==> src/rtl/lr35902_timer_if.sv <==
// Byte-wide register bus between the high-page I/O decoder / CPU and the
// timer peripheral, plus the timer interrupt request back to the IF register.
interface lr35902_timer_if;
    logic       cs;
    logic [1:0] adr;
    logic [7:0] din;
    logic       write;
    logic       read;
    logic [7:0] dout;
    logic       irq;

    // CPU / decoder side
    modport master (
        output cs, adr, din, write, read,
        input  dout, irq
    );

    // Timer side
    modport slave (
        input  cs, adr, din, write, read,
        output dout, irq
    );
endinterface

==> src/rtl/lr35902_timer.sv <==
// LR35902 timer block: DIV/TIMA/TMA/TAC at 0xff04-0xff07.
// A free-running 16-bit system counter feeds DIV and, through TAC, the
// falling-edge detector that clocks TIMA. TIMA overflow schedules a delayed
// TMA reload that coincides with a one-clock interrupt pulse.
module lr35902_timer #(
    // Clocks from the overflow edge to the TMA reload edge (1..8)
    parameter int RELOAD_DELAY = 4
) (
    input  logic              clk,
    input  logic              reset,
    lr35902_timer_if.slave    bus
);

    localparam logic [3:0] RELOAD_INIT = 4'(RELOAD_DELAY);
    // sys_cnt bit used as tick source for each TAC[1:0] selection
    localparam int TAP_BIT [4] = '{9, 3, 5, 7};

    logic [15:0] sys_cnt_reg;
    logic [7:0]  tima_reg, tima_next;
    logic [7:0]  tma_reg;
    logic [2:0]  tac_reg;
    logic [3:0]  reload_cnt_reg, reload_cnt_next;
    logic        irq_reg, irq_next;
    logic        tick_prev_reg;

    logic [3:0]  tap;
    logic        tick_in;
    logic        tick_fall;
    logic        wr_div, wr_tima, wr_tma, wr_tac;

    // Decoded, chip-select-qualified write strobes
    assign wr_div  = bus.cs & bus.write & (bus.adr == 2'd0);
    assign wr_tima = bus.cs & bus.write & (bus.adr == 2'd1);
    assign wr_tma  = bus.cs & bus.write & (bus.adr == 2'd2);
    assign wr_tac  = bus.cs & bus.write & (bus.adr == 2'd3);

    // Candidate tick taps off the system counter
    generate
        for (genvar gi = 0; gi < 4; gi++) begin : g_tap
            assign tap[gi] = sys_cnt_reg[TAP_BIT[gi]];
        end
    endgenerate

    // Gated tick and its registered falling-edge detect; DIV/TAC writes can
    // create a falling edge here and that increment is deliberate.
    assign tick_in   = tac_reg[2] & tap[tac_reg[1:0]];
    assign tick_fall = tick_prev_reg & ~tick_in;

    // System counter: free-running, cleared by any DIV write
    always_ff @(posedge clk) begin
        if (!reset)
            sys_cnt_reg <= 16'h0000;
        else if (wr_div)
            sys_cnt_reg <= 16'h0000;
        else
            sys_cnt_reg <= sys_cnt_reg + 16'h0001;
    end

    // TIMA / reload / irq next state; reload edge has top priority, then CPU
    // write (which also cancels a pending reload), then the tick.
    always_comb begin
        tima_next       = tima_reg;
        reload_cnt_next = (reload_cnt_reg != 4'd0) ? reload_cnt_reg - 4'd1 : 4'd0;
        irq_next        = 1'b0;
        if (reload_cnt_reg == 4'd1) begin
            // A TMA write in the reload cycle is forwarded straight into TIMA
            tima_next = wr_tma ? bus.din : tma_reg;
            irq_next  = 1'b1;
        end else if (wr_tima) begin
            tima_next       = bus.din;
            reload_cnt_next = 4'd0;
        end else if (tick_fall) begin
            if (tima_reg == 8'hff) begin
                tima_next       = 8'h00;
                reload_cnt_next = RELOAD_INIT;
            end else begin
                tima_next = tima_reg + 8'h01;
            end
        end
    end

    // Timer state registers
    always_ff @(posedge clk) begin
        if (!reset) begin
            tima_reg       <= 8'h00;
            tma_reg        <= 8'h00;
            tac_reg        <= 3'b000;
            reload_cnt_reg <= 4'd0;
            irq_reg        <= 1'b0;
            tick_prev_reg  <= 1'b0;
        end else begin
            tima_reg       <= tima_next;
            reload_cnt_reg <= reload_cnt_next;
            irq_reg        <= irq_next;
            tick_prev_reg  <= tick_in;
            if (wr_tma)
                tma_reg <= bus.din;
            if (wr_tac)
                tac_reg <= bus.din[2:0];
        end
    end

    // Combinational read mux; idle bus reads as 0xff
    always_comb begin
        bus.dout = 8'hff;
        if (bus.cs && bus.read) begin
            case (bus.adr)
                2'd0:    bus.dout = sys_cnt_reg[15:8];
                2'd1:    bus.dout = tima_reg;
                2'd2:    bus.dout = tma_reg;
                default: bus.dout = {5'b11111, tac_reg};
            endcase
        end
    end

    assign bus.irq = irq_reg;

endmodule
==> src/flat_wrapper.sv <==
// flat-port wrapper written by rule: the top's interface ports become plain ports
module lr35902_timer_flat 
#(
                                                                  
    parameter int RELOAD_DELAY = 4
)
  (clk, reset, bus_cs, bus_adr, bus_din, bus_write, bus_read, bus_dout, bus_irq);
  lr35902_timer_if bus_i ();
  input  logic clk;
  input  logic reset;
  input wire logic [$bits(bus_i.cs)-1:0] bus_cs;
  input wire logic [$bits(bus_i.adr)-1:0] bus_adr;
  input wire logic [$bits(bus_i.din)-1:0] bus_din;
  input wire logic [$bits(bus_i.write)-1:0] bus_write;
  input wire logic [$bits(bus_i.read)-1:0] bus_read;
  output wire logic [$bits(bus_i.dout)-1:0] bus_dout;
  output wire logic [$bits(bus_i.irq)-1:0] bus_irq;
  assign bus_i.cs = bus_cs;
  assign bus_i.adr = bus_adr;
  assign bus_i.din = bus_din;
  assign bus_i.write = bus_write;
  assign bus_i.read = bus_read;
  assign bus_dout = bus_i.dout;
  assign bus_irq = bus_i.irq;
  lr35902_timer #(.RELOAD_DELAY(RELOAD_DELAY)) u_core (.clk(clk), .reset(reset), .bus(bus_i));
endmodule
==> config.mk <==
export PLATFORM = sky130hd
export DESIGN_NAME = lr35902_timer_flat
export DESIGN_NICKNAME = d
export VERILOG_FILES = /design/src/rtl/lr35902_timer_if.sv /design/src/rtl/lr35902_timer.sv /design/src/flat_wrapper.sv
export SDC_FILE = /design/constraint.sdc
export NUM_CORES = 1
export LEC_CHECK = 0
export CAP_MARGIN = 10
export CELL_PAD_IN_SITES_DETAIL_PLACEMENT = 1
export CELL_PAD_IN_SITES_GLOBAL_PLACEMENT = 2
export CORE_MARGIN = 3
export CORE_UTILIZATION = 35
export DETAILED_ROUTE_END_ITERATION = 10
export PLACE_DENSITY = 0.9
export SYNTH_ARGS = -nofsm -noshare
export SYNTH_HDL_FRONTEND = slang
export SYNTH_SLANG_ARGS = --single-unit
==> constraint.sdc <==
create_clock -name clk -period 4.55 [get_ports clk]
set_input_delay 0.6825 -clock clk [delete_from_list [all_inputs] [get_ports clk]]
set_output_delay 0.6825 -clock clk [all_outputs]
set_load 0.05 [all_outputs]
Word level (Yosys, flattened, before mapping). Cells that the tools add are included.

Shift operators: 0. Bitwise logic cells: 9. $add $sub $neg: 3. Equal/unequal tests: 5. Multipliers: 0. Multiplexer cells: 15. Divide/modulo/power cells: 0. Reduce and logical (&&, ||, !) cells: 5. Magnitude comparators: 1.

Operators by type and width (number): 8-bit 2-to-1 mux (6); 8-bit one-hot mux with 3 select lines (1); 4-bit 2-to-1 mux (5); 16-bit by 1-bit adder with 16-bit output (second input constant) (1); 8-bit by 1-bit adder with 8-bit output (second input constant) (1); 8-bit == test (second input constant) (1); 1-bit bitwise AND (7); 2-bit == test (second input constant) (2); 4-bit by 1-bit == test with 1-bit output (second input constant) (1); 4-bit nonzero test (1); 4-bit by 1-bit subtractor with 4-bit output (second input constant) (1); 2-bit by 3-bit < comparator with 1-bit output (second input constant) (1); 3-bit nonzero test (1); 1-bit binary-select mux with 2-bit select (1); 2-bit by 1-bit == test with 1-bit output (second input constant) (1); 2-bit zero test (1); 1-bit 2-to-1 mux (2); 1-bit NOT (2); 2-bit OR reduction (1); 1-bit logical AND (1).

ROM bits: 0. Input port bits: 15. RAM bits: 0. Logic and storage cells: 45. Memories: 0. Flip-flop bits (word level): 41. Bits in latches: 0.

Logic depth before layout (Yosys ltp). Gate-level depths: netlist (run 1).

Word-level depth: 8. Mapped depth: 7.

Least setup slack after synthesis (run 1). OpenSTA, ideal clock, no wires.

Path type: input to output. Start point: input bus_adr[1]. End point: output bus_dout[1]. Slack: 2.105 ns. Arrival: 1.762 ns. Stages on the path: 3. Required time: 3.868 ns. Path through: buf_2 -> mux4_2 -> nand2b_1.

Longest elaborated chain between the ends: 3.

Ends and longest elaborated chain: from (decl) (line flat_wrapper.sv:12) `input wire logic [$bits(bus_i.adr)-1:0] bus_adr;`; 2-bit == test, or another cell as far along (line lr35902_timer.sv:107) `case (bus.adr)`; 8-bit one-hot mux with 3 select lines (*) (line lr35902_timer.sv:107); 8-bit 2-to-1 mux (*) (line lr35902_timer.sv:106) `if (bus.cs && bus.read) begin`; to (decl) (line flat_wrapper.sv:16) `output wire logic [$bits(bus_i.dout)-1:0] bus_dout;`.

Mark *: on every way between the ends. The rest lies on a longest branch, timed or not.

Worst setup path in the final report (run 1).
Start point: input bus_adr[1]. End point: output bus_dout[2].

The elaborated chain is that of the path after synthesis.

==> results of run 1 <==
## how the worst min path moves through the flow
stage / startpoint / to / slack, ns / cells after the start
after floorplan: u_core.sys_cnt_reg[0] / u_core.sys_cnt_reg[0] / 0.41 / 1
final: u_core.sys_cnt_reg[0] / u_core.sys_cnt_reg[0] / 0.45 / 1
after detailed placement: u_core.sys_cnt_reg[0] / u_core.sys_cnt_reg[0] / 0.45 / 1
after CTS: u_core.sys_cnt_reg[0] / u_core.sys_cnt_reg[0] / 0.46 / 1
after global routing: u_core.sys_cnt_reg[0] / u_core.sys_cnt_reg[0] / 0.47 / 1
after global placement: u_core.sys_cnt_reg[0] / u_core.sys_cnt_reg[0] / 0.43 / 1
## cells by family (layout without fill, tap and decap cells)
family | count (synthesis) | after routing | share of synthesized area, %
compound gates | 38 | 38 | 12.61
xor+xnor | 17 | 17 | 6.757
fa+ha+maj | 2 | 2 | 1.136
buf+inv | 13 | 36 | 3.236
flops | 41 | 41 | 37.25
mux | 22 | 22 | 12.61
simple gates | 108 | 108 | 26.41
## cells in the mapped netlist, types with 2 or more instances
library cell  number  area, um2
and3_1             3      18.77
mux4_2             4      90.09
mux2_2             6      67.56
xnor2_1            5      43.79
dfxtp_1           41      820.8
nor2b_1           13      81.33
nand3_1           10      50.05
nand4b_1           2      17.52
o22ai_1            8      50.05
o31ai_1            4      30.03
xor2_1            12      105.1
buf_2              5      25.02
nand4_1            4      25.02
nand2_1           27      101.4
a21oi_1            7      35.03
ha_1               2      25.02
o21ai_1            2      10.01
clkbuf_1           4      15.01
o22ai_2            2      25.02
inv_1              2      7.510
nor2_1            23      86.33
and2_1             6      37.54
nor3_1             5      25.02
nand2b_1           5      31.28
mux2i_1           12      120.1
o211a_1            2      20.02
and4_1             3      26.28
o21ai_0            2      10.01
## power by group through the flow
stage	Combinational (mW)	Clock [mW]	Sequential (mW)
after floorplan	0.0503	0	0.377
after global placement	0.0806	0	0.379
after detailed placement	0.0819	0	0.379
after CTS	0.0826	0.308	0.371
after global routing	0.0891	0.324	0.372
final	0.0823	0.298	0.371
## critical path, delay by kind of cell
family,cells,cell delay [ns]
mux,1,0.58
buf+inv,2,1.57
simple gates,1,0.16
## per-stage QoR
step	setup slack [ns]	area, um2	hold slack (ns)
floorplan	2.105	2203	0.4129
CTS	0.8447	2599	0.4625
global route	0.7518	2606	0.4702
finish	0.8632	2606	0.4488
detailed placement	0.8488	2484	0.4459
global placement	0.8755	2484	0.4258
## final cells by class
| class | instances | area (um2) | area share [%] |
|---|---|---|---|
| multi-input cells | 187 | 1316 | 50.50 |
| flip-flops and latches | 41 | 820.8 | 31.49 |
| repair buffers | 26 | 252.7 | 9.698 |
| well taps | 75 | 93.84 | 3.601 |
| clock buffers | 5 | 68.82 | 2.640 |
| clock inverters | 3 | 46.29 | 1.776 |
| inverters | 2 | 7.507 | 0.2880 |
## per-layer routing
| metal | track usage [%] | share of wire (%) |
|---|---|---|
| met2 | 26.06 | 47 |
| met1 | 21.27 | 47 |
| met3 | 2.816 | 3.3 |
| met5 | 0 | 0 |
| met4 | 6.043 | 2.6 |
==> results.md, run 1 <==
* Clock root buffer: clkbuf_8
* TritonCTS clock tree: built
* Final Max Slew Viols at 0
* YS warnings at 0
* Via-to-Cell Ratio at 5.463
* Critical path cell sequence: clkdlybuf4s50_1 -> mux4_2 -> nand2b_1 -> clkdlybuf4s50_1
* Crit path time final at 3.687 ns
* WS Path Type: input pin to primary output
* TritonCTS buffer count at 5
* Setup crit start: bus_adr[1]
* Post-DR wirelength/cell at 16.22 um
* Most frequent cells in the layout: dfxtp_1 (41), nand2_1 (27), nor2_1 (23), clkdlybuf4s50_1 (23), nor2b_1 (13)
* Tightest Hold Check Type: register to register
* Post-layout util at 43.25%
* Power Total at 0.7509 mW
* Filler Cell Count at 716
* Leak Pwr at 1.006 nW
* Worst vdd ir at 0.0001195 V
* Number of flip-flops in the largest register at 16
* Non-Filler Instances at 339
* Syn Area/Cell at 9.143 um2
* Largest net degree at the start of global routing at 27
* Antenna viol nets, final at 0
* First DRT Iteration DRCs at 83
* Clock buffer depth at 2
* GRT Residual Overflow at 0
* Syn Std Cell Area at 2203 um2
* Detailed Route WL at 5498 um
* Final setup TNS at 0 ns
* Worst R2R Start: u_core.tima_reg[0]
* Synth cell types at 48
* Async SR Flop Fraction at 0%
* Crit path max fanout at 14
* Post-CTS resize count at 0
* Number of global-route vias before repair at 1907
* Worst R2R Path Depth at 6
* # nets final at 280
* Number of synthesized flops with an enable pin at 0
* Max cap viols at 0
* Share of cells above drive strength 1 at 11.74%
* Max Freq at 271.2 MHz
* Initial antenna violation count at 0
* Final Hold Vio Count at 0
* Die Width at 85.35 um
* Crit path max-delay cell type: clkdlybuf4s50_1
* Critical Path Sink: bus_dout[2]
* Worst Setup Start Kind: input pin
* Slew Limit Headroom at 43.70%
* Internal power at 0.5647 mW
* Placed cell count at 330
* CP required at 3.87 ns
* DRC errors left at 0
* Post-synth top flop: dfxtp_1
* Clock latency on the worst-skew pair at 0.30 ns
* Synthesized flop and latch total at 41
* Worst Setup End Kind: primary output
* Syn_nets at 258
* Tcrit/Tclk final at 81.03%
* Slew at the pin closest to its max-slew limit at 0.8410 ns
* Final setup fails at 0
* Top cell by count, worst path: clkdlybuf4s50_1
* Mapped Cells at 241
* Data arrival, critical path at 3.00 ns
* Register clock-pin slew on the reported worst setup and hold paths at 0.09 ns
* Clock power share at 39.6%
* Post-CTS Setup Repair Bufs at 0
* Die height at 85.35 um
* I/O pin count at 24
* Commonest non-fill, non-tap cell in the layout: dfxtp_1
* RR Endpoint: u_core.tima_reg[0]
* Critical path's largest stage delay at 0.87 ns
* Clk_skew at 0.007157 ns
* DR vias at 1852
* Drt pass-1 iters at 4
* RSZ-0062 raised after global routing: false
* Sink Count at 41
* Status: finished, final reports clean
* Sequential fraction of design power at 49.4%
* Pwr dens at 288.1 nW/um2
* Total track usage at 16.07%
* Sw Ratio at 24.80%
* Hold buffers post-CTS at 0
* First-pass GRT wire length at 9480 um
* Diode count at 0
* Num rows at 28
* Core box area at 6026 um2
* H-tree depth at 2
* RD Place Congestion at 0.7795
* P&R area growth vs syn at 18.29%
* FF-to-FF setup slack at 2.49 ns
* Sequential share of the synthesized area at 37.25%
* HPWL Detailed at 4046 um
* I/O Buffers at 23
* Switching power at 0.1862 mW
* Comb power frac at 11.0%
* Initial Utilization at 36.57%
* Die area at 7284 um2
(Power assumes the default switching activity.)
==> run 2, diff against run 1 <==
==> constraint.sdc (replaced) <==
create_clock -name clk -period 3.7 [get_ports clk]
set_input_delay 0.555 -clock clk [delete_from_list [all_inputs] [get_ports clk]]
set_output_delay 0.555 -clock clk [all_outputs]
set_load 0.05 [all_outputs]
==> results.md, run 2 (synthesis results as in run 1) <==
* Filler Cell Count at 707
* Clock root buffer: clkbuf_8
* Num rows at 28
* Post-CTS Setup Repair Bufs at 0
* Via-to-Cell Ratio at 5.418
* Commonest non-fill, non-tap cell in the layout: dfxtp_1
* WHS Path Cells at 1
* Drt pass-1 iters at 4
* DRC errors left at 0
* Antenna viol nets, final at 0
* RD Place Congestion at 0.7595
* GRT Residual Overflow at 0
* Clock latency on the worst-skew pair at 0.29 ns
* Post-CTS resize count at 0
* I/O Buffers at 23
* Power Total at 0.9417 mW
* # nets final at 281
* Data arrival, critical path at 2.78 ns
* H-tree depth at 2
* Status: finished, final reports clean
* Initial Utilization at 36.57%
* Most frequent cells in the layout: dfxtp_1 (41), nand2_1 (27), nor2_1 (23), clkdlybuf4s50_1 (23), nor2b_1 (13)
* Worst R2R Path Depth at 5
* Number of global-route vias before repair at 1898
* Final setup TNS at 0 ns
* Max cap viols at 0
* First DRT Iteration DRCs at 43
* Tightest Hold Check Type: register to register
* Max Freq at 299.7 MHz
* Sink Count at 41
* RSZ-0062 raised after global routing: false
* Total track usage at 16.39%
* Largest net degree at the start of global routing at 17
* Post-DR wirelength/cell at 16.38 um
* Final setup fails at 0
* Clk_skew at 0.004732 ns
* First-pass GRT wire length at 9487 um
* Number of flip-flops in the largest register at 16
* Hold buffers post-CTS at 0
* Worst Setup Start Kind: input pin
* CP required at 3.14 ns
* Crit path max fanout at 10
* Post-layout util at 43.40%
* Crit path time final at 3.337 ns
* Clock buffer depth at 2
* Core box area at 6026 um2
* WS Path Type: input pin to primary output
* Detailed Route WL at 5569 um
* DP Worst Slack at 0.3369 ns
* Slew at the pin closest to its max-slew limit at 0.7828 ns
* Leak Pwr at 1.015 nW
* Worst Setup End Kind: primary output
* TritonCTS clock tree: built
* DR vias at 1842
* Final Max Slew Viols at 0
* Diode count at 0
* Placed cell count at 332
* Pwr dens at 360.1 nW/um2
* I/O pin count at 24
* Die area at 7284 um2
* Register clock-pin slew on the reported worst setup and hold paths at 0.08 ns
* Share of cells above drive strength 1 at 11.70%
* Initial antenna violation count at 0
* Worst vdd ir at 0.0001370 V
* Die Width at 85.35 um
* Slew Limit Headroom at 47.59%
* Non-Filler Instances at 340
* HPWL Detailed at 4172 um
* P&R area growth vs syn at 18.68%
* Final setup margin at 0.3634 ns
* TritonCTS buffer count at 5
* Die height at 85.35 um
* Final Hold Vio Count at 0
* Tcrit/Tclk final at 90.18%
-- run 2: changes by cell type in the layout (fill, tap and decap cells not counted), sizes merged --
cell / before / now
clkbuf: 5 / 7
clkinv: 1 / 0
buf: 3 / 4
clkinvlp: 1 / 0
-- run 2: final timing paths --
path                                          startpoint               endpoint  slack, ns
worst max-delay path                          bus_adr[1]            bus_dout[1]       0.36
worst min-delay path               u_core.sys_cnt_reg[0]  u_core.sys_cnt_reg[0]       0.46
worst max register to register  u_core.reload_cnt_reg[1]     u_core.tima_reg[1]       1.72
worst min register to register     u_core.sys_cnt_reg[0]  u_core.sys_cnt_reg[0]       0.46
-- run 2: worst max-delay path: stages --
cell and delay, ns:
clkdlybuf4s50_1 0.78, mux4_2 0.56, nand2b_1 0.17, clkdlybuf4s50_1 0.71
-- run 2: routing by layer --
layer | routed length, um | share of wire (%) | vias up | GRT usage, %
li1 | - | - | 902 | -
met2 | 2644 | 47 | 33 | 26.77
met5 | 0 | 0 | - | 0
met4 | 72 | 1.3 | 0 | 5.324
met3 | 184 | 3.3 | 6 | 3.495
met1 | 2667 | 48 | 901 | 21.49
-- run 2: final cells by class --
type | instances | area (um2) | area share, %
tap | 75 | 93.84 | 3.589
clock buffer | 7 | 86.33 | 3.301
multi-input combinational | 187 | 1316 | 50.33
clock inverter | 1 | 30.03 | 1.148
sequential | 41 | 820.8 | 31.39
timing repair buffer | 27 | 260.3 | 9.952
inverter | 2 | 7.507 | 0.2871
-- run 2: metrics by stage --
stage          hold slack (ns)  area [um2]
3_3_place_gp            0.4211        2499
6_report                0.4629        2615
4_1_cts                 0.4761        2615
5_1_grt                 0.4958        2615
2_1_floorplan           0.4129        2203
3_5_place_dp            0.4556        2499
-- run 2: power by group --
part | switching (mW) | total, mW | internal, mW | leakage (nW)
registers | 0.00830 | 0.456 | 0.448 | 0.331
logic | 0.0576 | 0.103 | 0.0453 | 0.625
clock network | 0.162 | 0.383 | 0.220 | 0.0585
total | 0.228 | 0.942 | 0.713 | 1.01
